===== src/rtl/router_pkt_tx_if.sv =====
// Host/router-side signal bundle for router_pkt_tx: command, byte source,
// router link and status.
interface router_pkt_tx_if;
  logic        start;
  logic [1:0]  dest_addr;
  logic [5:0]  payload_len;
  logic        corrupt_parity;
  logic [7:0]  src_data;
  logic        src_valid;
  logic        src_ready;
  logic [7:0]  data_out;
  logic        pkt_valid;
  logic        busy;
  logic        err;
  logic        tx_busy;
  logic        cmd_err;
  logic        done;
  logic        done_err;
  logic [15:0] pkt_count;

  modport master (
    input  start, dest_addr, payload_len, corrupt_parity, src_data, src_valid,
           busy, err,
    output src_ready, data_out, pkt_valid, tx_busy, cmd_err, done, done_err,
           pkt_count
  );

  modport slave (
    output start, dest_addr, payload_len, corrupt_parity, src_data, src_valid,
           busy, err,
    input  src_ready, data_out, pkt_valid, tx_busy, cmd_err, done, done_err,
           pkt_count
  );
endinterface


===== src/rtl/router_pkt_tx.sv =====
// Router packet source: buffers a payload, then sends header, payload and
// parity with pkt_valid framing, stalling on router busy.
module router_pkt_tx #(
  parameter int unsigned GAP_CYCLES = 3
) (
  input  logic            clk,
  input  logic            rst,
  router_pkt_tx_if.master tx
);
  typedef enum logic [2:0] {
    S_IDLE, S_FILL, S_HEADER, S_PAYLOAD, S_PARITY, S_GAP
  } state_t;

  localparam logic [3:0] GAP_LAST = 4'(GAP_CYCLES - 1);

  state_t      state_q, state_d;
  logic [1:0]  addr_q, addr_d;
  logic [5:0]  len_q, len_d;
  logic [5:0]  idx_q, idx_d;
  logic        corrupt_q, corrupt_d;
  logic [7:0]  par_q, par_d;
  logic        errf_q, errf_d;
  logic [3:0]  gap_q, gap_d;
  logic [7:0]  mem_q [64];
  logic        mem_we;

  logic        src_ready_q, src_ready_d;
  logic [7:0]  data_q, data_d;
  logic        pkt_valid_q, pkt_valid_d;
  logic        tx_busy_q, tx_busy_d;
  logic        cmd_err_q, cmd_err_d;
  logic        done_q, done_d;
  logic        done_err_q, done_err_d;
  logic [15:0] cnt_q, cnt_d;

  logic [5:0]  last_idx;
  logic [7:0]  header;

  assign last_idx = len_q - 6'd1;
  assign header   = {len_q, addr_q};

  always_comb begin
    state_d     = state_q;
    addr_d      = addr_q;
    len_d       = len_q;
    idx_d       = idx_q;
    corrupt_d   = corrupt_q;
    par_d       = par_q;
    errf_d      = errf_q;
    gap_d       = gap_q;
    mem_we      = 1'b0;
    src_ready_d = src_ready_q;
    data_d      = data_q;
    pkt_valid_d = pkt_valid_q;
    cmd_err_d   = 1'b0;
    done_d      = 1'b0;
    done_err_d  = 1'b0;
    cnt_d       = cnt_q;

    unique case (state_q)
      S_IDLE: begin
        if (tx.start) begin
          if (tx.dest_addr != 2'd3 && tx.payload_len != 6'd0) begin
            addr_d      = tx.dest_addr;
            len_d       = tx.payload_len;
            corrupt_d   = tx.corrupt_parity;
            idx_d       = '0;
            par_d       = '0;
            errf_d      = 1'b0;
            src_ready_d = 1'b1;
            state_d     = S_FILL;
          end else begin
            cmd_err_d = 1'b1;
          end
        end
      end
      S_FILL: begin
        if (tx.src_valid) begin
          mem_we = 1'b1;
          par_d  = par_q ^ tx.src_data;
          if (idx_q == last_idx) begin
            // Header folds into parity here so it is complete before PAYLOAD.
            par_d       = par_q ^ tx.src_data ^ header;
            idx_d       = '0;
            src_ready_d = 1'b0;
            data_d      = header;
            pkt_valid_d = 1'b1;
            state_d     = S_HEADER;
          end else begin
            idx_d = idx_q + 6'd1;
          end
        end
      end
      S_HEADER: begin
        if (!tx.busy) begin
          data_d  = mem_q[idx_q];
          state_d = S_PAYLOAD;
        end
      end
      S_PAYLOAD: begin
        if (!tx.busy) begin
          if (idx_q == last_idx) begin
            data_d      = corrupt_q ? ~par_q : par_q;
            pkt_valid_d = 1'b0;
            state_d     = S_PARITY;
          end else begin
            idx_d  = idx_q + 6'd1;
            data_d = mem_q[6'(idx_q + 6'd1)];
          end
        end
      end
      S_PARITY: begin
        errf_d = errf_q | tx.err;
        if (!tx.busy) begin
          data_d  = '0;
          gap_d   = '0;
          state_d = S_GAP;
          if (GAP_LAST == 4'd0) begin
            done_d     = 1'b1;
            done_err_d = errf_q | tx.err;
            cnt_d      = cnt_q + 16'd1;
          end
        end
      end
      S_GAP: begin
        errf_d = errf_q | tx.err;
        if (gap_q == GAP_LAST) begin
          state_d = S_IDLE;
        end else begin
          gap_d = gap_q + 4'd1;
          // done is registered so it lands on the final gap cycle itself.
          if (gap_q + 4'd1 == GAP_LAST) begin
            done_d     = 1'b1;
            done_err_d = errf_q | tx.err;
            cnt_d      = cnt_q + 16'd1;
          end
        end
      end
      default: state_d = S_IDLE;
    endcase

    tx_busy_d = (state_d != S_IDLE);
  end

  always_ff @(posedge clk) begin
    if (mem_we) mem_q[idx_q] <= tx.src_data;
    if (rst) begin
      state_q     <= S_IDLE;
      addr_q      <= '0;
      len_q       <= '0;
      idx_q       <= '0;
      corrupt_q   <= 1'b0;
      par_q       <= '0;
      errf_q      <= 1'b0;
      gap_q       <= '0;
      src_ready_q <= 1'b0;
      data_q      <= '0;
      pkt_valid_q <= 1'b0;
      tx_busy_q   <= 1'b0;
      cmd_err_q   <= 1'b0;
      done_q      <= 1'b0;
      done_err_q  <= 1'b0;
      cnt_q       <= '0;
    end else begin
      state_q     <= state_d;
      addr_q      <= addr_d;
      len_q       <= len_d;
      idx_q       <= idx_d;
      corrupt_q   <= corrupt_d;
      par_q       <= par_d;
      errf_q      <= errf_d;
      gap_q       <= gap_d;
      src_ready_q <= src_ready_d;
      data_q      <= data_d;
      pkt_valid_q <= pkt_valid_d;
      tx_busy_q   <= tx_busy_d;
      cmd_err_q   <= cmd_err_d;
      done_q      <= done_d;
      done_err_q  <= done_err_d;
      cnt_q       <= cnt_d;
    end
  end

  assign tx.src_ready = src_ready_q;
  assign tx.data_out  = data_q;
  assign tx.pkt_valid = pkt_valid_q;
  assign tx.tx_busy   = tx_busy_q;
  assign tx.cmd_err   = cmd_err_q;
  assign tx.done      = done_q;
  assign tx.done_err  = done_err_q;
  assign tx.pkt_count = cnt_q;
endmodule


===== src/flat_wrapper.sv =====
// flat-port wrapper written by rule: the top's interface ports become plain ports
module router_pkt_tx_flat 
#(
  parameter int unsigned GAP_CYCLES = 3
)
  (clk, rst, tx_start, tx_dest_addr, tx_payload_len, tx_corrupt_parity, tx_src_data, tx_src_valid, tx_busy, tx_err, tx_src_ready, tx_data_out, tx_pkt_valid, tx_tx_busy, tx_cmd_err, tx_done, tx_done_err, tx_pkt_count);
  router_pkt_tx_if tx_i ();
  input  logic clk;
  input  logic rst;
  input wire logic [$bits(tx_i.start)-1:0] tx_start;
  input wire logic [$bits(tx_i.dest_addr)-1:0] tx_dest_addr;
  input wire logic [$bits(tx_i.payload_len)-1:0] tx_payload_len;
  input wire logic [$bits(tx_i.corrupt_parity)-1:0] tx_corrupt_parity;
  input wire logic [$bits(tx_i.src_data)-1:0] tx_src_data;
  input wire logic [$bits(tx_i.src_valid)-1:0] tx_src_valid;
  input wire logic [$bits(tx_i.busy)-1:0] tx_busy;
  input wire logic [$bits(tx_i.err)-1:0] tx_err;
  output wire logic [$bits(tx_i.src_ready)-1:0] tx_src_ready;
  output wire logic [$bits(tx_i.data_out)-1:0] tx_data_out;
  output wire logic [$bits(tx_i.pkt_valid)-1:0] tx_pkt_valid;
  output wire logic [$bits(tx_i.tx_busy)-1:0] tx_tx_busy;
  output wire logic [$bits(tx_i.cmd_err)-1:0] tx_cmd_err;
  output wire logic [$bits(tx_i.done)-1:0] tx_done;
  output wire logic [$bits(tx_i.done_err)-1:0] tx_done_err;
  output wire logic [$bits(tx_i.pkt_count)-1:0] tx_pkt_count;
  assign tx_i.start = tx_start;
  assign tx_i.dest_addr = tx_dest_addr;
  assign tx_i.payload_len = tx_payload_len;
  assign tx_i.corrupt_parity = tx_corrupt_parity;
  assign tx_i.src_data = tx_src_data;
  assign tx_i.src_valid = tx_src_valid;
  assign tx_i.busy = tx_busy;
  assign tx_i.err = tx_err;
  assign tx_src_ready = tx_i.src_ready;
  assign tx_data_out = tx_i.data_out;
  assign tx_pkt_valid = tx_i.pkt_valid;
  assign tx_tx_busy = tx_i.tx_busy;
  assign tx_cmd_err = tx_i.cmd_err;
  assign tx_done = tx_i.done;
  assign tx_done_err = tx_i.done_err;
  assign tx_pkt_count = tx_i.pkt_count;
  router_pkt_tx #(.GAP_CYCLES(GAP_CYCLES)) u_core (.clk(clk), .rst(rst), .tx(tx_i));
endmodule

===== config.mk =====
export PLATFORM = sky130hd
export DESIGN_NAME = router_pkt_tx_flat
export DESIGN_NICKNAME = d
export VERILOG_FILES = /design/src/rtl/router_pkt_tx_if.sv /design/src/rtl/router_pkt_tx.sv /design/src/flat_wrapper.sv
export SDC_FILE = /design/constraint.sdc
export NUM_CORES = 1
export LEC_CHECK = 0
export CAP_MARGIN = 15
export CORE_UTILIZATION = 50
export CTS_BUF_LIST = sky130_fd_sc_hd__clkbuf_16
export CTS_CLUSTER_SIZE = 40
export DETAILED_ROUTE_END_ITERATION = 8
export PLACE_DENSITY = 0.65
export SETUP_SLACK_MARGIN = 0.15
export SLEW_MARGIN = 20
export SYNTH_ARGS = -nofsm -noshare
export SYNTH_HDL_FRONTEND = slang
export SYNTH_SLANG_ARGS = --single-unit

===== constraint.sdc =====
create_clock -name clk -period 4.45 [get_ports clk]
set_clock_uncertainty 0.15 [all_clocks]
set_input_delay 0.445 -clock clk [delete_from_list [all_inputs] [get_ports clk]]
set_output_delay 0.445 -clock clk [all_outputs]
set_load 0.01 [all_outputs]

## After elaboration in Yosys (flattened, before gate mapping)

Memories as Yosys holds them, arrays and structs flattened. A register that Yosys moved wholly into a read port is not among the register bits.
Index checks and enable logic that the tools add are counted.
Widths: inputs -> output; s select.

- Output and inout port bits: 30
- Flip-flop bits (word level): 61
- Memories: 1
- Logic and storage cells: 125
- Bits in writable memories: 512
- Bits of input ports: 23

Memory list:

| name | words | bits a word | read ports | clocked after Yosys merged registers in | wr ports | RTL line | RTL |
|---|---|---|---|---|---|---|---|
| u_core.mem_q | 64 | 8 | 2 | 1 | 1 | router_pkt_tx.sv:24 | `logic [7:0] mem_q [64];` |

- Mux-type cells: 53
- Reduce and logical (&&, ||, !) cells: 23
- Add/sub/neg operators: 4
- Equal/unequal tests: 19
- Bitwise operators: 9

Operators by type and width:

| operator | count |
|---|---|
| $mux 8 | 11 |
| $mux 6 | 8 |
| $pmux 8 s4 | 1 |
| $mux 3 | 9 |
| $pmux 3 s6 | 1 |
| $pmux 6 s3 | 1 |
| $add 16x1->16 const B | 1 |
| $ne 2x2->1 const B | 8 |
| $pmux 8 s2 | 1 |
| $xor 8x8->8 | 2 |
| $mux 1 | 15 |
| $reduce_and 3->1 | 4 |
| $reduce_and 6->1 | 2 |
| $reduce_and 5->1 | 2 |
| $eq 4x2->1 const B | 2 |
| $mux 4 | 2 |
| $not 8->8 | 1 |
| $pmux 4 s2 | 1 |
| $reduce_bool 2->1 | 4 |
| $add 6x1->6 const B | 1 |
| $eq 3x2->1 const B | 2 |
| $eq 3x3->1 const B | 2 |
| $eq 6x6->1 | 1 |
| $ne 2x1->1 const B | 3 |
| other kinds (15) | 23 |

## Depth between registers and ports, before layout

- Word-level depth: 7
- Gate-level depth with buffers: 11
- Mapped depth without buffers: 9

## Worst setup path after synthesis

No wires, ideal clock.

- Kind: reg2reg
- From: register u_core.idx_q[0]
- To: memory u_core.mem_q[27][0], enable pin
- Period minus slack after synthesis: 2.923 ns
- Setup slack: 1.527 ns
- Stages on the path, launching flop included: 8
- Setup time: 0.371 ns
- Data arrival time: 2.402 ns
- Path buffers: 5
- Required time: 3.929 ns
- Cell sequence: dfxtp_1 -> buf_2 -> buf_2 -> buf_2 -> buf_2 -> buf_1 -> nand4b_1 -> nor2_1

RTL lines:

| item | RTL line | RTL |
|---|---|---|
| start: declaration | router_pkt_tx.sv:19 | `logic [5:0] idx_q, idx_d;` |
| start signal: assignment | router_pkt_tx.sv:168 | `idx_q <= idx_d;` |
| end: declaration | router_pkt_tx.sv:24 |  |

No word-level cell before the write port.

## Worst setup path in the final report

- From: register u_core.idx_q[1]
- To: register u_core.data_q[5] (netlist: u_core.tx.data_out[5])

- Word-level cells in the longest chain between the ends: 5
- Elaborated cells between the ends (all ways): 8

Ends and longest elaborated chain:

| item | RTL line | RTL |
|---|---|---|
| $add 6x1->6 | router_pkt_tx.sv:108 | `data_d = mem_q[6'(idx_q + 6'd1)];` |
| $mem_v2 64x8 | - |  |
| $mux 8 | router_pkt_tx.sv:102 | `if (idx_q == last_idx) begin` |
| $mux 8 | router_pkt_tx.sv:101 | `if (!tx.busy) begin` |
| $pmux 8 s4 | router_pkt_tx.sv:60 | `unique case (state_q)` |
| end signal: assignment | router_pkt_tx.sv:174 | `data_q <= data_d;` |
| end: declaration | router_pkt_tx.sv:28 | `logic [7:0] data_q, data_d;` |

Several ways; a longest one is shown, not always the timed one. The select of a mux whose other input is x is not followed.
A chain may end at the register's enable or synchronous reset.

==> impl_metrics.tcl <==
set metrics [dict create \
    outcome "finished, final reports clean" \
    track_usage_pct 29.7 \
    grt_overflow 0 \
    avgViaCountPerCell 6.80 \
    tightest_slew_ps 1040 \
    cap_violations 0 \
    worstHoldEndpoint "u_core.mem_q[4][1]" \
    cts-buffers-inserted 60 \
    rows 85 \
    post_route_cells_drive_above_1_share_pct 24.3 \
    antenna_cells 0 \
    wirelength_um 81700 \
    hold_viol 0 \
    cts_setup_buffers 0 \
    dpl.hpwl_um 56300 \
    clk_pin_slew_worst_paths_ps 60 \
    cp.required_ps 4800 \
    power_density_nw_per_um2 379 \
    place_ws_ps 927 \
    grt_pass1_vias 17445 \
    synth_area_leaders "edfxtp_1 56%, mux4_2 19%, dfxtp_1 4.9%" \
    area_delta_synth_final_pct 13.9 \
    endpoint_kind "flop" \
    core_region_area_sq_um 54000 \
    rr_endpoint "u_core.tx.data_out[5]" \
    netlist_area_sq_um 27400 \
    drc 0 \
    yosys_warnings 0 \
    synth_mux_area_share_pct 21.7 \
    antenna_found_initial 0 \
    synth_xor_area_share_pct 1.37 \
    ys_types 61 \
    synth.top_cell.area_share_pct 56.1 \
    die_y_um 236 \
    dr_total_vias 17748 \
    post_synth.cell_area_avg_sq_um 15.5 \
    layout.nets 1895 \
    h-tree-depth 2 \
    hold_path_depth 1 \
    cts.sinks 579 \
    synthSimpleGateAreaFrac_pct 7.73 \
    critPathLaunchType "flop" \
    routabilityCongestion 1.02 \
    synth_top_family_by_area "multiplexers" \
    fin_setup_tns_ps 0 \
    synth-edff-count 512 \
    start_util_pct 50.7 \
    ir_drop_mv 0.332 \
    cts_tree "built" \
    cp_max_fo 37 \
    die_w_um 236 \
    clk_latency_ps 650 \
    drtIter0Drc 2693 \
    syn_nets 1793 \
    critPathLaunch "u_core.idx_q[1]" \
    fin_crit_sh_pct 81.7 \
    numPortBuffers 52 \
    clockBufferDepth 3 \
    hold_path.startpoint "tx_src_data[1]" \
    layout_setup_ws_ps 812 \
    rsz0062_at_grt "false" \
    grt_start_max_net_pins 130 \
    finalSetupViolCount 0 \
    wire_per_inst_um 31.3 \
    reg2reg_from "u_core.idx_q[1]" \
    synth_compound_area_share_pct 5.77 \
    synthCells 1764 \
    fillCellCount 4083 \
    maxSlewHeadroom_pct 30.5 \
    hp-class "input pin to flop" \
    antenna_left 0 \
    reg2reg_depth 8 \
    hold_buffers 0 \
    ys_seq_area_share_pct 61.0 \
    cts_resized 0 \
    ys_async_sr_fraction_pct 0 \
    grt_pass1_wl_um 119000 \
    timing.fmax_mhz 275 \
    ioPinCount 53 \
    synth-adder-area-share_pct 0.274 \
    leakagePower_uw 0.00980 \
    r2r_slack_ps 810 \
    arrival_ps 3980 \
    ys_dominant_reg_cell "edfxtp_1" \
    die-area_sq_um 55800 \
    cts_root_buf "clkbuf_16" \
    ys_ff_latch 579 \
    firstDrtPassIters 6 \
    post-synth-top-area-cell "edfxtp_1" \
    setup.worst_path.class "flop to flop" \
    slew_violations 0 \
    fin_crit_ps 3640 \
]
==> cell type report <==
class                           instances  area (sq um)  share of cell area [%]
Multi-Input combinational cell       1039         10100                    32.5
Timing Repair Buffer                  161          1390                    4.47
Clock inverter                         50           480                    1.54
Tap cell                              696           871                    2.79
Sequential cell                       579         16700                    53.6
Inverter                               25          93.8                   0.301
Clock buffer                           60          1500                    4.81
==> flip-flops by register name, indices dropped and copies added (netlist names), 2 cells and up, named ones only <==
signal / count
u_core.par_q: 8
u_core.addr_q: 2
u_core.state_q: 3
u_core.tx.pkt_count: 16
u_core.idx_q: 6
u_core.mem_q: 512
u_core.tx.data_out: 8
u_core.len_q: 6
u_core.gap_q: 4
==> worst max-delay path, stage by stage, from the launching register on <==
cell and delay, ps:
dfxtp_1 550, ha_4 290, xor2_4 620, buf_4 360, buf_4 420, a21oi_1 110, o21ai_0 620, and3_1 260
o21ai_0 80
==> report_power, final <==
part / total, uW / switching, uW / leakage [uW] / internal (uW)
Clock: 5050 / 2130 / 0.000995 / 2920
Sequential: 5960 / 33.2 / 0.00515 / 5920
Combinational: 827 / 475 / 0.00366 / 352
Total: 11800 / 2640 / 0.00980 / 9190
==> synthesized netlist by cell type (all sizes together) (17+ instances only) <==
library cell  count
a21oi            57
a22oi            28
buf              72
clkbuf           49
dfxtp            67
edfxtp          512
inv              25
mux2i            69
mux4            232
nand2           130
nand3            71
nor2            127
nor3             22
o21ai            37
o22ai            34
or3              17
xnor2            21
xor2             22
==> cell usage in the layout, fill, tap and decap left out, types with 34 or more instances in the layout <==
cell type / count
mux2i_1: 69
nor2_1: 126
o21ai_0: 35
inv_1: 34
clkdlybuf4s50_1: 43
nand2_1: 130
edfxtp_1: 512
dfxtp_1: 64
buf_4: 101
o22ai_1: 34
nand3_1: 71
clkbuf_16: 60
mux4_2: 232
a21oi_1: 57
==> logic make-up after synthesis <==
group / count (synthesis)
DFF: 579
and+or+nand+nor: 451
muxes: 303
AOI/OAI and AO/OA: 236
buffers and inverters: 146
xor gates and xnor gates: 43
adders and majority gates: 6
==> metrics by stage <==
step | power (uW) | hold slack (ps) | area, sq um | utilization (%) | std cells
2_1_floorplan | 6560 | 278 | 27400 | - | 1764
3_3_place_gp | 6890 | 292 | 29200 | 54.1 | 2500
3_5_place_dp | 6890 | 298 | 29200 | 54.1 | 2500
4_1_cts | 11900 | 107 | 31200 | 57.8 | 2610
5_1_grt | 12100 | 128 | 31200 | 57.8 | 2610
6_report | 11800 | 122 | 31200 | 57.8 | 2610
==> per-layer routing <==
metal,routed length [um],track usage (%),up-vias
met2,36700,44.2,1101
met3,9050,6.35,185
met5,0,0,-
met4,3090,11.0,0
li1,-,-,7347
met1,32900,43.4,9115
==> worst max path at each step <==
stage / to / slack [ps] / depth (start not counted)
3_5_place_dp: u_core.tx.data_out[6] / 930 / 8
3_3_place_gp: u_core.tx.data_out[5] / 910 / 8
5_1_grt: u_core.tx.data_out[6] / 710 / 8
4_1_cts: u_core.tx.data_out[6] / 870 / 8
6_report: u_core.tx.data_out[5] / 810 / 8
2_1_floorplan: u_core.mem_q[27][0] / 1530 / 7
No activity file was read; power rests on OpenSTA's default activity.
